`src/rtl/fetch_pkg.sv`:
```
// fetch_pkg: shared widths and entry types for the instruction fetch queue
package fetch_pkg;
    localparam int WIDTH_DEF = 32;
    localparam int ILEN      = 32;

    typedef logic [ILEN-1:0] instr_t;

    typedef struct packed {
        logic [WIDTH_DEF-1:0] pc;
        instr_t               instr;
    } fetch_entry_t;
endpackage

```
`src/rtl/fetch_queue_mem.sv`:
```
// fetch_queue_mem: DEPTH-entry {pc, instr} register file with split write ports and async read
module fetch_queue_mem
    import fetch_pkg::*;
#(
    parameter int WIDTH = WIDTH_DEF,
    parameter int DEPTH = 4,
    localparam int AW   = $clog2(DEPTH)
) (
    input  logic             clk,
    input  logic             pc_we_i,
    input  logic [AW-1:0]    pc_waddr_i,
    input  logic [WIDTH-1:0] pc_wdata_i,
    input  logic             instr_we_i,
    input  logic [AW-1:0]    instr_waddr_i,
    input  instr_t           instr_wdata_i,
    input  logic [AW-1:0]    raddr_i,
    output logic [WIDTH-1:0] rd_pc_o,
    output instr_t           rd_instr_o
);
    typedef struct packed {
        logic [WIDTH-1:0] pc;
        instr_t           instr;
    } entry_t;

    entry_t mem_q [DEPTH];

    // PC is captured at request time and the instruction at response time, usually into different slots
    always_ff @(posedge clk) begin
        if (pc_we_i) mem_q[pc_waddr_i].pc <= pc_wdata_i;
        if (instr_we_i) mem_q[instr_waddr_i].instr <= instr_wdata_i;
    end

    assign rd_pc_o    = mem_q[raddr_i].pc;
    assign rd_instr_o = mem_q[raddr_i].instr;
endmodule

```
`src/rtl/instr_fetch_queue.sv`:
```
// instr_fetch_queue: in-order imem fetch with PC handshake, response queue and flush discard tracking
module instr_fetch_queue
    import fetch_pkg::*;
#(
    parameter int WIDTH   = WIDTH_DEF,
    parameter int DEPTH   = 4,
    parameter int MAX_OUT = 2
) (
    input  logic             clk,
    input  logic             rst,
    input  logic [WIDTH-1:0] PC,
    output logic             pc_advance,
    input  logic             flush,
    output logic             imem_req_valid,
    input  logic             imem_req_ready,
    output logic [WIDTH-1:0] imem_addr,
    input  logic             imem_rsp_valid,
    input  logic [ILEN-1:0]  imem_rsp_data,
    output logic             dec_valid,
    input  logic             dec_ready,
    output logic [ILEN-1:0]  dec_instr,
    output logic [WIDTH-1:0] dec_pc
);
    localparam int AW  = $clog2(DEPTH);
    localparam int PW  = AW + 1;
    localparam int PW1 = PW + 1;
    localparam logic [PW-1:0] DEPTH_P   = PW'(DEPTH);
    localparam logic [PW:0]   MAX_OUT_P = PW1'(MAX_OUT);

    logic [PW-1:0] alloc_q, alloc_d, fill_q, fill_d, rd_q, rd_d, discard_q, discard_d;
    logic [PW-1:0] reserved, outstanding;
    logic [PW:0]   in_flight;
    logic          rsp_drop, rsp_fill, pop;
    logic [WIDTH-1:0] mem_pc;
    instr_t           mem_instr;

    assign reserved       = alloc_q - rd_q;
    assign outstanding    = alloc_q - fill_q;
    assign in_flight      = {1'b0, outstanding} + {1'b0, discard_q};
    assign imem_req_valid = rst && !flush && reserved < DEPTH_P && in_flight < MAX_OUT_P;
    assign imem_addr      = PC;
    assign pc_advance     = imem_req_valid && imem_req_ready;
    assign rsp_drop       = imem_rsp_valid && discard_q != '0;
    assign rsp_fill       = imem_rsp_valid && discard_q == '0 && outstanding != '0 && !flush;
    assign dec_valid      = fill_q != rd_q && !flush;
    assign pop            = dec_valid && dec_ready;
    assign dec_pc         = rst ? mem_pc : '0;
    assign dec_instr      = rst ? mem_instr : '0;

    // Flush rewinds all pointers and turns every in-flight fetch into a pending discard
    always_comb begin
        alloc_d   = flush ? '0 : alloc_q + PW'(pc_advance);
        fill_d    = flush ? '0 : fill_q + PW'(rsp_fill);
        rd_d      = flush ? '0 : rd_q + PW'(pop);
        discard_d = flush ? discard_q + outstanding - PW'(imem_rsp_valid && (discard_q != '0 || outstanding != '0))
                          : discard_q - PW'(rsp_drop);
    end

    // Pointer and discard state; reset abandons anything in flight
    always_ff @(posedge clk or negedge rst) begin
        if (!rst) begin
            alloc_q   <= '0;
            fill_q    <= '0;
            rd_q      <= '0;
            discard_q <= '0;
        end else begin
            alloc_q   <= alloc_d;
            fill_q    <= fill_d;
            rd_q      <= rd_d;
            discard_q <= discard_d;
        end
    end

    // A response with nothing outstanding and nothing to discard is a memory protocol error
    always_ff @(posedge clk) begin
        if (rst) assert (!(imem_rsp_valid && outstanding == '0 && discard_q == '0));
    end

    fetch_queue_mem #(.WIDTH(WIDTH), .DEPTH(DEPTH)) u_mem (
        .clk           (clk),
        .pc_we_i       (pc_advance),
        .pc_waddr_i    (alloc_q[AW-1:0]),
        .pc_wdata_i    (PC),
        .instr_we_i    (rsp_fill),
        .instr_waddr_i (fill_q[AW-1:0]),
        .instr_wdata_i (imem_rsp_data),
        .raddr_i       (rd_q[AW-1:0]),
        .rd_pc_o       (mem_pc),
        .rd_instr_o    (mem_instr)
    );
endmodule

```
`config.mk`:
```
export PLATFORM = sky130hd
export DESIGN_NAME = instr_fetch_queue
export DESIGN_NICKNAME = d
export VERILOG_FILES = /design/src/rtl/fetch_pkg.sv /design/src/rtl/fetch_queue_mem.sv /design/src/rtl/instr_fetch_queue.sv
export SDC_FILE = /design/constraint.sdc
export NUM_CORES = 1
export LEC_CHECK = 0
export CAP_MARGIN = 10
export CORE_MARGIN = 2
export CORE_UTILIZATION = 35
export CTS_BUF_LIST = sky130_fd_sc_hd__clkbuf_8
export CTS_CLUSTER_DIAMETER = 40
export DETAILED_ROUTE_END_ITERATION = 8
export GPL_TIMING_DRIVEN = 0
export HOLD_SLACK_MARGIN = 0.05
export PLACE_DENSITY_LB_ADDON = 0.25
export SLEW_MARGIN = 10
export SYNTH_ARGS = -nofsm -noshare
export SYNTH_HDL_FRONTEND = slang
export SYNTH_HIERARCHICAL = 1
export SYNTH_SLANG_ARGS = --single-unit
```
`constraint.sdc`:
```
create_clock -name clk -period 5.47 [get_ports clk]
set_input_delay 1.094 -clock clk [delete_from_list [all_inputs] [get_ports clk]]
set_output_delay 1.094 -clock clk [all_outputs]
set_load 0.05 [all_outputs]
```
Word-level counts from Yosys, hierarchy flattened
Memories as Yosys holds them, arrays and structs flattened. Index checks and enable logic that the tools add are counted.

Bits in registers: 12. Bits in writable memories: 256. Bits of input ports: 70. Output and inout port bits: 99. Logic and storage cells: 43. Memories kept: 1.

Add/sub/neg operators: 9. Magnitude comparators: 2. Equal/unequal tests: 1. Mux-type cells: 10. Reduce and logical (&&, ||, !) cells: 16.

Memory list: u_mem.mem_q (depth 4, width 64, read ports 1, clocked after Yosys merged registers in 0, wr ports 2, RTL line fetch_queue_mem.sv:25) `entry_t mem_q [DEPTH];`.

Operator list (count): 32-bit 2-to-1 mux (2); 3-bit 2-to-1 mux (4); 1-bit logical AND (11); 3-bit by 1-bit adder with 3-bit output (3); 3-bit nonzero test (2); 3-bit by 1-bit subtractor with 3-bit output (2); 3-bit subtractor (2); 3-bit by 3-bit adder with 4-bit output (1); 4-bit by 2-bit less-than comparator with 1-bit output, second input constant (1); 1-bit 2-to-1 mux (4); 3-bit adder (1); 3-bit logical NOT (1); 3-bit less-than comparator, second input constant (1); 3-bit inequality test (1); 1-bit logical NOT (1); 1-bit logical OR (1).

Longest topological paths before layout
Gate-level depths: netlist (run 1).

Word-level depth: 7. Gate-level depth with buffers: 15. Mapped depth without buffers: 15.

By module
Netlist (run 1), hierarchy kept.

By module, submodules not included: fetch_queue_mem (times used 1, cells each 342, area an instance 9372.7 um2, seq. area each 7687.4 um2); instr_fetch_queue (times used 1, cells each 193, area an instance 1604.0 um2, seq. area each 300.3 um2).

Worst setup path before layout (run 1)
Ideal clock, no wire load.

Path type: reg2reg. From: register alloc_q[0]. To: memory u_mem/mem_q[0][32] (netlist name) (enable). Setup time: 0.468 ns. Arrival time: 5.341 ns. Required time: 5.002 ns. Path slack: -0.339 ns. Cell stages (with the launch flop): 11. Buffers on the path: 0. Period minus slack after synthesis: 5.809 ns. Cells stage by stage: dfrtp_1 inv_1 ha_1 inv_1 fa_1 fa_1 nor4b_2 o21ai_1 nand3b_4 nor3b_2 nor3b_1.

RTL lines: start: declaration (RTL line instr_fetch_queue.sv:30) `logic [PW-1:0] alloc_q, alloc_d, fill_q, fill_d, rd_q, rd_d, discard_q, discard_d;`; start signal: assignment (RTL line instr_fetch_queue.sv:67) `alloc_q <= alloc_d;`; end: declaration (RTL line fetch_queue_mem.sv:25).

Final worst setup path (run 1)
From: input rst. To: output dec_pc[29].

Cells in the longest elaborated chain, start to end: 1.

Ends and longest elaborated chain: start: declaration (RTL line instr_fetch_queue.sv:10) `input logic rst,`; 32-bit 2-to-1 mux (RTL line instr_fetch_queue.sv:47) `assign dec_pc = rst ? mem_pc : '0;`; end: declaration (RTL line instr_fetch_queue.sv:22) `output logic [WIDTH-1:0] dec_pc`.

Every way passes these cells.

==> results of run 1 <==
[synth_stat cells, drive strengths merged]
master	n
a21oi	2
a31oi	1
and2	65
and2b	2
and3	2
and3b	4
buf	46
clkbuf	8
dfrtp	12
edfxtp	256
fa	3
ha	16
inv	14
mux2i	2
mux4	64
nand2	3
nand2b	1
nand3b	1
nand4b	1
nor2	6
nor2b	4
nor3	1
nor3b	3
nor4b	1
o21ai	3
or3	1
xnor2	10
xor2	3
[per-layer routing]
| layer | vias to the layer above | track usage | share of wire |
|---|---|---|---|
| li1 | 2540 | - | - |
| met1 | 2798 | 0.157 | 0.41 |
| met2 | 157 | 0.241 | 0.52 |
| met3 | 31 | 0.0383 | 0.057 |
| met4 | 0 | 0.0400 | 0.016 |
| met5 | - | 0 | 0 |
[power groups by stage]
stage	clock (mW)	sequential, mW	combinational, mW
finish	1.71	2.29	0.442
floorplan	0	2.33	0.261
global route	1.86	2.29	0.477
CTS	1.76	2.29	0.448
global placement	0	2.33	0.421
detailed placement	0	2.33	0.446
[cells by family (layout without fill, tap and decap cells)]
logic type | after synthesis | after routing | share of synthesized area
flip-flops | 268 | 268 | 0.728
AND/OR/NAND/NOR | 95 | 95 | 0.0562
buffers and inverters | 68 | 328 | 0.0447
multiplexers | 66 | 66 | 0.135
adder cells (fa/ha/maj) | 19 | 19 | 0.0237
XOR/XNOR | 13 | 13 | 0.0104
AO/OA/AOI/OAI | 6 | 6 | 0.00285
[sequential cells by signal, summed over array words and instances (netlist names)]
register	count
u_mem/mem_q	256
alloc_q	3
discard_q	3
fill_q	3
rd_q	3
[how the worst max path moves through the flow]
stage / start / end / cells past startpoint
floorplan: alloc_q[0] / u_mem/mem_q[0][0] / 9
global placement: flush / u_mem/mem_q[0][23] / 4
detailed placement: rst / dec_instr[2] / 5
CTS: rst / dec_instr[2] / 5
global route: rst / dec_instr[2] / 5
finish: rst / dec_pc[29] / 5
[metrics by stage]
step,TNS (ns),total power [mW],setup slack [ns],hold WS (ns)
finish,0,4.44,0.237,0.613
global route,0,4.63,0.00325,0.668
CTS,0,4.50,0.0876,0.619
detailed placement,0,2.78,0.0862,0.600
global placement,-66.38,2.75,-1.87,0.597
floorplan,0,2.59,0.734,0.565
[layout make-up]
class / count / area share
plain buffers: 54 / 0.0307
clock buffers: 48 / 0.0464
multi-input cells: 199 / 0.177
flip-flops and latches: 268 / 0.561
well taps: 396 / 0.0348
clock inverters: 32 / 0.0152
repair buffers: 180 / 0.132
inverters: 14 / 0.00369
[cells in the final DEF, fill, tap and decap left out, drive strengths merged]
cell / count
nor2: 6
edfxtp: 256
bufinv: 3
a31oi: 1
nand3b: 1
buf: 58
and2b: 2
nor3: 1
ha: 16
nor2b: 4
clkinv: 17
clkinvlp: 1
or3: 1
a21oi: 2
mux4: 64
and3b: 4
xor2: 3
o21ai: 3
inv: 25
mux2i: 2
fa: 3
nor4b: 1
and3: 2
clkbuf: 56
nand2: 3
and2: 65
nor3b: 3
nand4b: 1
nand2b: 1
clkdlybuf4s50: 168
dfrtp: 12
xnor2: 10
[worst max-delay path, delay by kind of cell]
family	cells	cell delay (ns)
buf+inv	4	2.84
simple gates	1	0.19
==> results.txt, run 1 <==
leak pwr: 4.81 nW
multi-input logic area: 2520 um2
reg-to-reg endpoint: u_mem/mem_q[0][49]
Synth Area per Inst: 20.5 um2
all-layer global routing usage: 0.135
clock tree buffer depth: 3
vias: 5526
Worst Reg-to-Reg Cells: 12
crit path time final: 5.23 ns
Core Area: 30700 um2
Crit path largest cell delay: 0.89 ns
Final Core Density: 0.463
# diodes: 0
I/O pin cnt: 169
Filler Cell Count: 2667
Placed Area: 13400 um2
WP data arrival: 4.14 ns
Max-slew headroom: 0.470
Post-Synthesis Cells: 535
pin count of the biggest net entering global routing: 30
Net Sw Frac: 0.231
sequential share of power: 0.517
Power Density: 312 nW/um2
Post-DRT Antenna Nets: 0
Slew Viols, Final: 0
CTS tree: done
Worst Path Required: 4.38 ns
combinational share of power: 0.099
CTS Buf Count: 46
WL/cell: 18.3 um
Die Area: 32800 um2
Critical Path Fanout Max: 14
global-route wire length before repair: 34000 um
post-layout instance area: 14200 um2
DR iter-0 viols: 393
Clock power frac: 0.384
CTS resizes: 0
reg2reg setup slack: 1.57 ns
Die Ht: 181 um
Internal: 3.42 mW
TritonCTS sink count: 268
root buf cell: clkbuf_8
routability cong.: 0.699
Net count, final: 852
crit path kind: in2out
total wire length: 21800 um
CP Capture Type: primary output
total setup buffers inserted after CTS: 0
critical path's slowest cell: clkdlybuf4s50_1
H-tree level count: 2
Final Non-Filler Cells: 1191
Hold Path Sink: fill_q[2]
DRC: 0
post-synth top area share: 0.700
distinct cell type count after synthesis: 35
Syn Nets: 624
Max Clk Rate: 0.191 GHz
Crit Reg-Reg Startpoint: alloc_q[0]
Placed Cells: 1111
synthesis warning total: 6
IO buf count: 168
FP Rows: 64
Starting Density: 0.357
top cells by area, synth: edfxtp_1 70%, mux4_2 12%, and2_1 3.7%
endpoints failing setup: 0
worst path cell trace: clkdlybuf4s50_1 > clkbuf_1 > clkbuf_1 > and2_1 > clkdlybuf4s50_1
Layout Skew: 0.0148 ns
worst min-delay path startpoint: fill_q[2]
Synth Register Bits: 268
Clock Latency Late Sink: 0.55 ns
sequential element share of the synthesized area: 0.728
Chip Width: 181 um
slew of the pin with the lowest slew margin: 0.795 ns
Tcrit/Tclk final: 0.957
vias in the first global route: 6215
synthesized area: 11000 um2
Clock Pin Slew Worst Setup and Hold Paths: 0.05 ns
hold depth: 2
Storage cell area: 7990 um2
outcome: complete, no violations
Max Cap Viol: 0
layout cell share with drive strength beyond 1: 0.236
final hold viol count: 0
CTS Hold Bufs: 0
initial antenna violation count: 0
hpwl dp: 14300 um
via-per-instance ratio: 4.64
biggest area consumer among synthesized cells: edfxtp_1
grt ovf: 0
peak supply drop: 0.163 mV
P&R area growth vs syn: 29.8%
Critical Path Start Type: input port
RSZ-0062 raised after global routing: false
worst hold-check path type: reg2reg
sw power: 1.03 mW
1st-pass router iterations: 4
(Power assumes the default switching activity.)
==> run 2: changes to the inputs <==
--- a/config.mk
+++ b/config.mk
@@ -5,6 +5,7 @@
 export SDC_FILE = /design/constraint.sdc
 export NUM_CORES = 1
 export LEC_CHECK = 0
+export ABC_AREA = 1
 export CAP_MARGIN = 10
 export CORE_MARGIN = 2
 export CORE_UTILIZATION = 35
@@ -14,6 +15,7 @@
 export GPL_TIMING_DRIVEN = 0
 export HOLD_SLACK_MARGIN = 0.05
 export PLACE_DENSITY_LB_ADDON = 0.25
+export SETUP_SLACK_MARGIN = 0.3
 export SLEW_MARGIN = 10
 export SYNTH_ARGS = -nofsm -noshare
 export SYNTH_HDL_FRONTEND = slang
==> run 2 against run 1 <==
Non-clock buffer count up 45. Total power down 0.28%. Register-to-register slack worse by 0.18 ns. Clock-buffer cell count up 1. Highest routed layer is now met5. Synthesized cell count up 150%. Largest cell class unchanged.
==> results.txt, run 2 <==
outcome: complete, no violations
initial antenna violation count: 2 (+2)
multi-input logic area: 2740 um2 (+8.4%)
WL/cell: 14.2 um (-23%)
CP Capture Type: primary output
Synth Register Bits: 268 (unchanged)
commonest cells after routing, fill and taps aside: 414 x nand2_1, 372 x inv_1, 256 x edfxtp_1
Chip Width: 193 um (+6.8%)
Filler Cell Count: 3341 (+25%)
hold depth: 2 (unchanged)
hpwl dp: 20100 um (+41%)
post-layout instance area: 16000 um2 (+12%)
Tcrit/Tclk final: 0.912 (-0.0451)
WP data arrival: 3.89 ns (-0.25 ns)
worst min-delay path startpoint: fill_q[2]
RSZ-0062 raised after global routing: false
reg2reg setup slack: 1.39 ns (-0.18 ns)
biggest area consumer among synthesized cells: edfxtp_1
Die Area: 37400 um2 (+14%)
Worst Reg-to-Reg Cells: 15 (+3)
Crit Reg-Reg Startpoint: alloc_q[0]
vias: 8749 (+58%)
DRC: 0 (unchanged)
Power Density: 277 nW/um2 (-11%)
Post-DRT Antenna Nets: 0 (unchanged)
final hold viol count: 0 (unchanged)
Syn Nets: 1409 (+130%)
TritonCTS sink count: 268 (unchanged)
post-synth top area share: 0.612 (-0.0886)
commonest non-fill, non-tap cell in the layout: nand2_1
Core Area: 35500 um2 (+15%)
root buf cell: clkbuf_8
Storage cell area: 7990 um2 (unchanged)
Post-synth top flop: edfxtp_1
routability cong.: 0.749 (+7.2%)
IO buf count: 167 (-0.60%)
Hold Path Sink: fill_q[2]
vias in the first global route: 8802 (+42%)
reg-to-reg endpoint: u_mem/mem_q[2][40]
FP Rows: 69 (+7.8%)
crit path kind: in2out
clock tree buffer depth: 3 (unchanged)
Slew Viols, Final: 0 (unchanged)
I/O pin cnt: 169 (unchanged)
total setup buffers inserted after CTS: 0 (unchanged)
DR iter-0 viols: 466 (+19%)
H-tree level count: 2 (unchanged)
Max Cap Viol: 0 (unchanged)
peak supply drop: 0.153 mV (-6.3%)
Layout Skew: 0.0263 ns (+0.0115 ns)
top cells by area, synth: edfxtp_1 61%, nand2_1 12%, inv_1 11%
Max Clk Rate: 0.201 GHz (+5.0%)
pin count of the biggest net entering global routing: 15 (-50%)
CTS tree: done
Synth Area per Inst: 9.52 um2 (-54%)
CTS Hold Bufs: 0 (unchanged)
Placed Area: 15200 um2 (+13%)
Post-Synthesis Cells: 1320 (+150%)
all-layer global routing usage: 0.158 (+0.0229)
distinct cell type count after synthesis: 21 (-40%)
number of flip-flops in the largest register: 256 (unchanged)
synthesis warning total: 6 (unchanged)
most common cell in the synthesized netlist: nand2_1
1st-pass router iterations: 5 (+1)
Net count, final: 1655 (+94%)
layout cell share with drive strength beyond 1: 0.111 (-0.126)
Die Ht: 193 um (+6.8%)
endpoints failing setup: 0 (unchanged)
Worst Path Required: 4.38 ns (about the same)
crit path time final: 4.99 ns (-0.247 ns)
global-route wire length before repair: 46800 um (+38%)
Max-slew headroom: 0.438 (-0.0320)
Critical Path Start Type: input port
via-per-instance ratio: 4.25 (-8.5%)
total wire length: 29200 um (+34%)
Clock Pin Slew Worst Setup and Hold Paths: 0.05 ns (about the same)
CTS resizes: 0 (unchanged)
Final Core Density: 0.451 (-0.0123)
sequential element share of the synthesized area: 0.636 (-0.0920)
Post-synth EDFFs: 256 (unchanged)
worst hold-check path type: reg2reg
grt ovf: 0 (unchanged)
Hold Slack: 0.591 ns (-0.0224 ns)
Clock Latency Late Sink: 0.56 ns (about the same)
synthesized area: 12600 um2 (+14%)
leak pwr: 7.61 nW (+58%)
Critical Path Fanout Max: 14 (unchanged)
Starting Density: 0.354 (-0.00284)
Final Non-Filler Cells: 2060 (+73%)
most frequent cells after synthesis: 414 x nand2_1, 359 x inv_1, 256 x edfxtp_1
P&R area growth vs syn: 27.4%
Top reg by flops: u_mem/mem_q
slew of the pin with the lowest slew margin: 0.838 ns (+0.0434 ns)
Placed Cells: 1978 (+78%)
CTS Buf Count: 47 (+2.2%)
asr flop ratio synth: 0.0448 (unchanged)
run 2: changes by cell type in the layout (fill, tap and decap cells not counted), sizes merged, moves of 4 or more:
cell / change
nand2: +411
xnor2: -5
nor2b: -4
nor2: +16
and3b: -4
nor3: +8
mux4: -64
inv: +351
nand3: +133
buf: +50
and2: -65
run 2: logic make-up after synthesis:
family	count (synthesis)	share of synthesized area
simple gates	578	0.188
xor+xnor	5	0.00348
fa+ha+maj	19	0.0207
buf+inv	444	0.150
flops	268	0.636
compound gates	6	0.00249
run 2: layout make-up:
type / instances / area share
Sequential cell: 268 / 0.499
Multi-Input combinational cell: 608 / 0.171
Timing Repair Buffer: 197 / 0.124
Inverter: 362 / 0.0849
Clock buffer: 49 / 0.0421
Tap cell: 461 / 0.0360
Buffer: 82 / 0.0327
Clock inverter: 32 / 0.0103
Antenna cell: 1 / 0.000156
run 2: how the worst max path moves through the flow:
stage	from	end	slack, ns	cells after the start
2_1_floorplan	alloc_q[0]	u_mem/mem_q[2][32]	-0.05	12
3_3_place_gp	rst	u_mem/mem_q[1][41]	-1.93	9
3_5_place_dp	rst	dec_instr[2]	0.44	6
4_1_cts	rst	dec_instr[2]	0.43	6
5_1_grt	rst	dec_instr[2]	0.29	6
6_report	rst	dec_instr[2]	0.48	6
run 2: worst max-delay path: stages:
cell	delay (ns)
clkdlybuf4s50_1	0.92
buf_2	0.49
buf_2	0.34
nand2_1	0.08
inv_1	0.06
clkdlybuf4s50_1	0.89
run 2: where the power goes:
| part | switching [mW] | total [mW] | leakage [nW] | internal (mW) |
|---|---|---|---|---|
| combinational | 0.288 | 0.478 | 4.68 | 0.190 |
| clock | 0.779 | 1.65 | 0.473 | 0.873 |
| sequential | 0.0190 | 2.30 | 2.46 | 2.28 |
run 2: metal layers:
metal,GRT usage,vias to the layer above,part of all wire
li1,-,4474,-
met1,0.201,4000,0.44
met2,0.268,220,0.48
met3,0.0321,53,0.057
met4,0.0517,2,0.024
met5,0,-,0.00044
run 2: stage by stage:
| step | TNS, ns | setup WS (ns) | power (mW) |
|---|---|---|---|
| global placement | -383.34 | -1.93 | 2.81 |
| floorplan | -6.31 | -0.0494 | 2.63 |
| detailed placement | 0 | 0.436 | 2.82 |
| CTS | 0 | 0.433 | 4.49 |
| global route | 0 | 0.292 | 4.63 |
| finish | 0 | 0.484 | 4.43 |
==> run 3: changes to the inputs <==
--- a/config.mk
+++ b/config.mk
@@ -21,3 +21,4 @@
 export SYNTH_HDL_FRONTEND = slang
 export SYNTH_HIERARCHICAL = 1
 export SYNTH_SLANG_ARGS = --single-unit
+export TNS_END_PERCENT = 10
==> results of run 3 <==
Final layout, timing and power as in run 2 (identical DEF).
==> variant 1 (settings of run 1) <==
`DEPTH` is set to 4 in 2 places; all go to 8.
--- a/src/rtl/fetch_queue_mem.sv
+++ b/src/rtl/fetch_queue_mem.sv
@@ -3,7 +3,7 @@
     import fetch_pkg::*;
 #(
     parameter int WIDTH = WIDTH_DEF,
-    parameter int DEPTH = 4,
+    parameter int DEPTH = 8,
     localparam int AW   = $clog2(DEPTH)
 ) (
     input  logic             clk,
--- a/src/rtl/instr_fetch_queue.sv
+++ b/src/rtl/instr_fetch_queue.sv
@@ -3,7 +3,7 @@
     import fetch_pkg::*;
 #(
     parameter int WIDTH   = WIDTH_DEF,
-    parameter int DEPTH   = 4,
+    parameter int DEPTH   = 8,
     parameter int MAX_OUT = 2
 ) (
     input  logic             clk,
Formal check against the unedited RTL: not equivalent (Yosys sat finds a counterexample within 10 cycles, from zero or initial values and one cycle with rst low).
==> variant 1 against run 1 <==
  * Clock power increased by 91%
  * Routed wire length up 110%
  * Worst hold slack improved by 0.0025 ns
  * Critical endpoint is now dec_instr[1]
  * Worst setup slack improved by 0.11 ns
  * Power grew 86%
  * Sequential cell count rose by 260
  * Highest routed layer is now met5
  * Count of clock-buffer cells in the layout increased by 47
  * Synthesized cell count grew 87%
  * Synthesized area rose by 94%
  * Final area is 83% higher
  * Non-clock buffer count up 39
==> variant 1: results (changes against run 1) <==
• 19.61% — GRT met1 Usage, +3.9 points
• 0.3877% — Synth Area in Compound Gates, +0.10 points
• 69,800 µm — first-pass GRT wire length, +110%
• 17.06% — multiplexer share of the synthesized area, +3.6 points
• 3.030% — async set-reset flop share out of synthesis, -1.4 points
• 512 x sky130_fd_sc_hd__edfxtp_1, 128 x sky130_fd_sc_hd__mux4_2, 65 x sky130_fd_sc_hd__and2_1, 64 x sky130_fd_sc_hd__mux2_2, 34 x sky130_fd_sc_hd__buf_4 — leading post-synthesis cells by instance count
• 0.8576% — xor and xnor area share after synthesis, -0.18 points
• finished clean — status
• 91 — total CTS buffers, +98%
• 0.67 ns — clock latency at the later pin of the worst-skew pair, +0.12 ns
• 1.633% — share of synthesized cell area in full adder, half adder and majority cells, -0.74 points
• 574 — count of routing violations after the opening detailed-route iteration, +46%
• 5 — drt pass-1 iters, +1
• 0.1754 mV — worst supply voltage drop on vdd, +7.6%
• 24.35% — met2 usage, +0.24 points
• 45,970 µm — total length of routed wires, +110%
• 1,385 — number of nets in the final layout, +63%
• 512 — number of enable flip-flop cells after synthesis, +100%
• 1,978 — number of placed cells counting well taps, +78%
• 512 — number of flip-flops in the largest register, +100%
• 5,213 — total of fill cells in the finished design, +95%
• 29,520 µm — dpl hpwl, +110%
• 4.842 — vias per cell, +4.4%
• sky130_fd_sc_hd__edfxtp_1 72%, sky130_fd_sc_hd__mux4_2 14%, sky130_fd_sc_hd__mux2_2 3.4% — leading cell types by total area after synthesis
• 0.8791 ns — slew at the pin with the worst max-slew slack, +0.08408 ns
• 14.94% — overall fraction of global-route tracks in use, +1.5 points
• 39 — count of unique library cells instantiated by Yosys, +11%
• 74.06% — sequential area share after synthesis, +1.3 points
• 21.32 µm² — average size of a mapped cell, +3.9%
## variant 1: changes by cell type in the layout (fill, tap and decap cells not counted), moves of 12 or more
cell,delta
sky130_fd_sc_hd__mux2_2,+64
sky130_fd_sc_hd__buf_6,+16
sky130_fd_sc_hd__inv_1,+24
sky130_fd_sc_hd__nor2_4,+12
sky130_fd_sc_hd__mux4_2,+68
sky130_fd_sc_hd__edfxtp_1,+256
sky130_fd_sc_hd__clkbuf_8,+47
## variant 1: final timing paths
| path | startpoint | end | slack, ns |
|---|---|---|---|
| worst max-delay path | rst | dec_instr[1] | 0.35 |
| worst min-delay path | fill_q[3] | fill_q[3] | 0.62 |
| worst max register to register | fill_q[2] | u_mem/mem_q[2][41] | 1.21 |
| worst min register to register | fill_q[3] | fill_q[3] | 0.62 |
| max in group asynchronous | rst | fill_q[1] | 4.25 |
| min in group asynchronous | rst | alloc_q[0] | 0.67 |
## variant 1: stage by stage
| step | instance area, µm² | utilization, % |
|---|---|---|
| 2_1_floorplan | 21300 | - |
| 3_3_place_gp | 23960 | 39.77 |
| 3_5_place_dp | 24480 | 40.63 |
| 4_1_cts | 26140 | 43.39 |
| 5_1_grt | 26140 | 43.39 |
| 6_report | 26140 | 43.39 |
## variant 1: repair_timing
action	in CTS	in global routing
resized for setup	2	1
gates cloned	0	0
endpoints found under the setup margin	55	1
pin swaps	0	0
## variant 1: cell type report
type / instances / area [µm²] / area share, %
Clock buffer: 95 / 1308 / 5.001
Clock inverter: 62 / 352.8 / 1.350
Inverter: 21 / 78.83 / 0.3015
Multi-Input combinational cell: 374 / 5047 / 19.31
Sequential cell: 528 / 15780 / 60.34
Tap cell: 782 / 978.4 / 3.743
Timing Repair Buffer: 197 / 2092 / 8.002
Buffer: 76 / 510.5 / 1.953
## variant 1: cell families after synthesis
kind of cell	Yosys count
AO/OA/AOI/OAI	13
multiplexers	195
buffers and inverters	97
adder cells (fa/ha/maj)	26
XOR/XNOR	20
AND/OR/NAND/NOR	120
flip-flops	528
## variant 1: layer usage
layer	wire, µm	part of all wire (%)
met1	20010	44
met2	22420	49
met3	2704	5.9
met4	757	1.6
met5	77	0.17
## variant 1: worst min-delay path, delay by kind of cell, from the launching register on
kind | cells | cell delay (ns)
XOR/XNOR | 1 | 0.09
AND/OR/NAND/NOR | 1 | 0.08
flip-flops | 1 | 0.41
## variant 1: where the power goes
| group | switching (mW) | internal, mW | total [mW] |
|---|---|---|---|
| logic | 0.301 | 0.220 | 0.521 |
| clock network | 1.52 | 1.74 | 3.27 |
| registers | 0.0235 | 4.46 | 4.49 |
| total | 1.85 | 6.43 | 8.28 |
==> variant 2 (flow settings as in run 1) <==
Without the edit above. Make the reset (`rst`) synchronous in one clocked block. Comments in the files are not updated.
--- a/src/rtl/instr_fetch_queue.sv
+++ b/src/rtl/instr_fetch_queue.sv
@@ -57,7 +57,7 @@
     end
 
     // Pointer and discard state; reset abandons anything in flight
-    always_ff @(posedge clk or negedge rst) begin
+    always_ff @(posedge clk) begin
         if (!rst) begin
             alloc_q   <= '0;
             fill_q    <= '0;
Check against the original RTL: differs if rst is asserted again (counterexample within 4 cycles, from zero or initial values and one cycle with rst low); with rst held inactive, the same outputs for 4 cycles.
==> variant 2 against run 1 <==
  * Critical path depth rose by 5
  * Power rose by 4.8%
  * Routed wire length rose by 3.6%
  * Global-route usage rose by 0.42 points
  * Final area rose by 0.19%
  * Sequential cell count did not move
  * Via count rose by 2.2%
  * Utilization rose by 0.21 points
  * Clock skew rose by 0.014 ns
  * Synthesized area fell by 0.38%
  * Worst setup slack improved by 0.056 ns
  * Critical path type is now reg2out
  * Highest routed layer unchanged
==> variant 2: results (changes against run 1) <==
• 0% — async set-reset flop share out of synthesis, -4.5 points
• 4.08 ns — data arrival time of the worst path, -0.06 ns
• 35,110 µm — first-pass GRT wire length, +3.1%
• 0.2103 mV — worst supply voltage drop on vdd, +29%
• 0 — antenna diode instance count, unchanged
• u_mem/mem_q — register containing the most flip-flops in the final layout
• sky130_fd_sc_hd__edfxtp_1 70%, sky130_fd_sc_hd__mux4_2 12%, sky130_fd_sc_hd__and2_1 4.2% — leading cell types by total area after synthesis
• sky130_fd_sc_hd__clkdlybuf4s50_1 — cell with the biggest individual delay on the critical path
• 0 — number of setup buffers added after CTS, unchanged
• 3 — number of buffers on the longest clock path, unchanged
• 1.51 ns — setup slack, reg-to-reg, -0.06 ns
• 24.44% — share of layout cells above drive strength 1, +0.79 points
• 28 — pin count of the biggest net entering global routing, -6.7%
• 5,647 — DR vias, +2.2%
• fill_q[0] — startpoint of the most critical register-to-register path
• 0 — cts repair resizes, unchanged
• 11 — worst reg-to-reg path cell count, -1
• 256 x sky130_fd_sc_hd__edfxtp_1, 73 x sky130_fd_sc_hd__and2_1, 60 x sky130_fd_sc_hd__mux4_2, 32 x sky130_fd_sc_hd__buf_4, 16 x sky130_fd_sc_hd__ha_1 — leading post-synthesis cells by instance count
• 1 — initial antenna violation count, +1
• 15,240 µm — dpl hpwl, +6.5%
• 47.82% — worst relative slew slack, +0.81 points
• 167 — count of input and output buffers, -0.60%
• 0.6647 ns — placement-stage worst setup slack, +0.5785 ns
• fill_q[2] — Worst Min Path Start
• 2 — H-tree depth, unchanged
• 72.49% — sequential area share after synthesis, -0.27 points
• sky130_fd_sc_hd__edfxtp_1 — leading register cell type out of synthesis
• finished clean — status
• 4.811 nW — leakage component of the power, about the same
• reg2reg — Worst Hold Class
• 1,113 — number of placed cells counting well taps, +0.18%
• 251 — count of routing violations after the opening detailed-route iteration, -36%
• 50 — total CTS buffers, +8.7%
• 256 — number of enable flip-flop cells after synthesis, unchanged
• u_mem/mem_q[0][63] — Critical R2R Capture
• 0.57 ns — clock latency at the later pin of the worst-skew pair, +0.02 ns
• 22,610 µm — total length of routed wires, +3.6%
• sky130_fd_sc_hd__clkbuf_8 — clock root cell
• 6 — yosys synthesis warning count, unchanged
• 13.89% — overall fraction of global-route tracks in use, +0.42 points
• 2,629 — total of fill cells in the finished design, -1.4%
• 0.7231 — GPL Wtd Cong, +3.5%
• 20.33 µm² — average size of a mapped cell, -0.93%
• 627 — Net Count, Synth, +0.48%
• 7 — Critical Path Fanout Max, -7
• 2 — Hold Path Depth, unchanged
• 0.02913 ns — maximum clock skew at final layout, +0.01433 ns
• reg2out — CP Class
• 6,236 — vias in the first global route, +0.34%
• 18.87 µm — Avg WL per Cell, +3.0%
• 858 — number of nets in the final layout, +0.70%
• fill_q[2] — Hold Crit Endpoint
[variant 2: worst max path at each step]
stage,end,slack (ns),cells past startpoint
CTS,pc_advance,0.26,10
finish,pc_advance,0.29,10
global route,pc_advance,0.09,10
detailed placement,dec_instr[24],0.66,5
floorplan,u_mem/mem_q[0][32],0.88,10
global placement,u_mem/mem_q[0][9],-1.62,4
[variant 2: logic make-up (layout without fill, tap and decap cells)]
family	Yosys count	after routing	share of synthesized area, %
adders and majority gates	19	19	2.380
xor gates and xnor gates	13	13	1.041
muxes	64	64	13.32
buffers and inverters	66	330	4.497
and+or+nand+nor	100	100	5.767
DFF	268	268	72.49
AOI/OAI and AO/OA	8	8	0.5035
[variant 2: power breakdown]
| group | switching, mW | leakage, nW | internal [mW] | total [mW] |
|---|---|---|---|---|
| sequential | 0.0189 | 2.40 | 2.29 | 2.31 |
| combinational | 0.287 | 1.87 | 0.218 | 0.506 |
| clock | 0.800 | 0.539 | 1.04 | 1.84 |
| total | 1.11 | 4.81 | 3.55 | 4.65 |
[variant 2: cell type report]
type | count | area [µm²] | area share [%]
inverter | 12 | 45.04 | 0.3155
clock inverter | 35 | 271.5 | 1.902
multi-input combinational | 204 | 2540 | 17.79
buffer | 54 | 446.7 | 3.129
clock buffer | 50 | 688.2 | 4.820
sequential | 268 | 7928 | 55.53
tap | 396 | 495.5 | 3.470
timing repair buffer | 179 | 1863 | 13.05
[variant 2: critical path: cells and delay by family, from the launching register on]
family / cells / cell delay, ns
adders and majority gates: 3 / 1.05
buffers and inverters: 3 / 1.03
and+or+nand+nor: 2 / 0.59
DFF: 1 / 0.47
AOI/OAI and AO/OA: 2 / 0.40
[variant 2: layer usage]
metal	GRT usage, %	up-vias	share of wire [%]
met2	23.91	172	51
met5	0	-	0
met4	4.548	0	2.3
met1	16.82	2883	41
met3	3.991	48	6.3
li1	-	2544	-
[variant 2: per-stage QoR]
step / hold WS (ns) / area [µm²]
2_1_floorplan: 0.5422 / 10940
3_3_place_gp: 0.5697 / 13110
3_5_place_dp: 0.5698 / 13320
4_1_cts: 0.5772 / 14280
5_1_grt: 0.6318 / 14280
6_report: 0.5772 / 14280
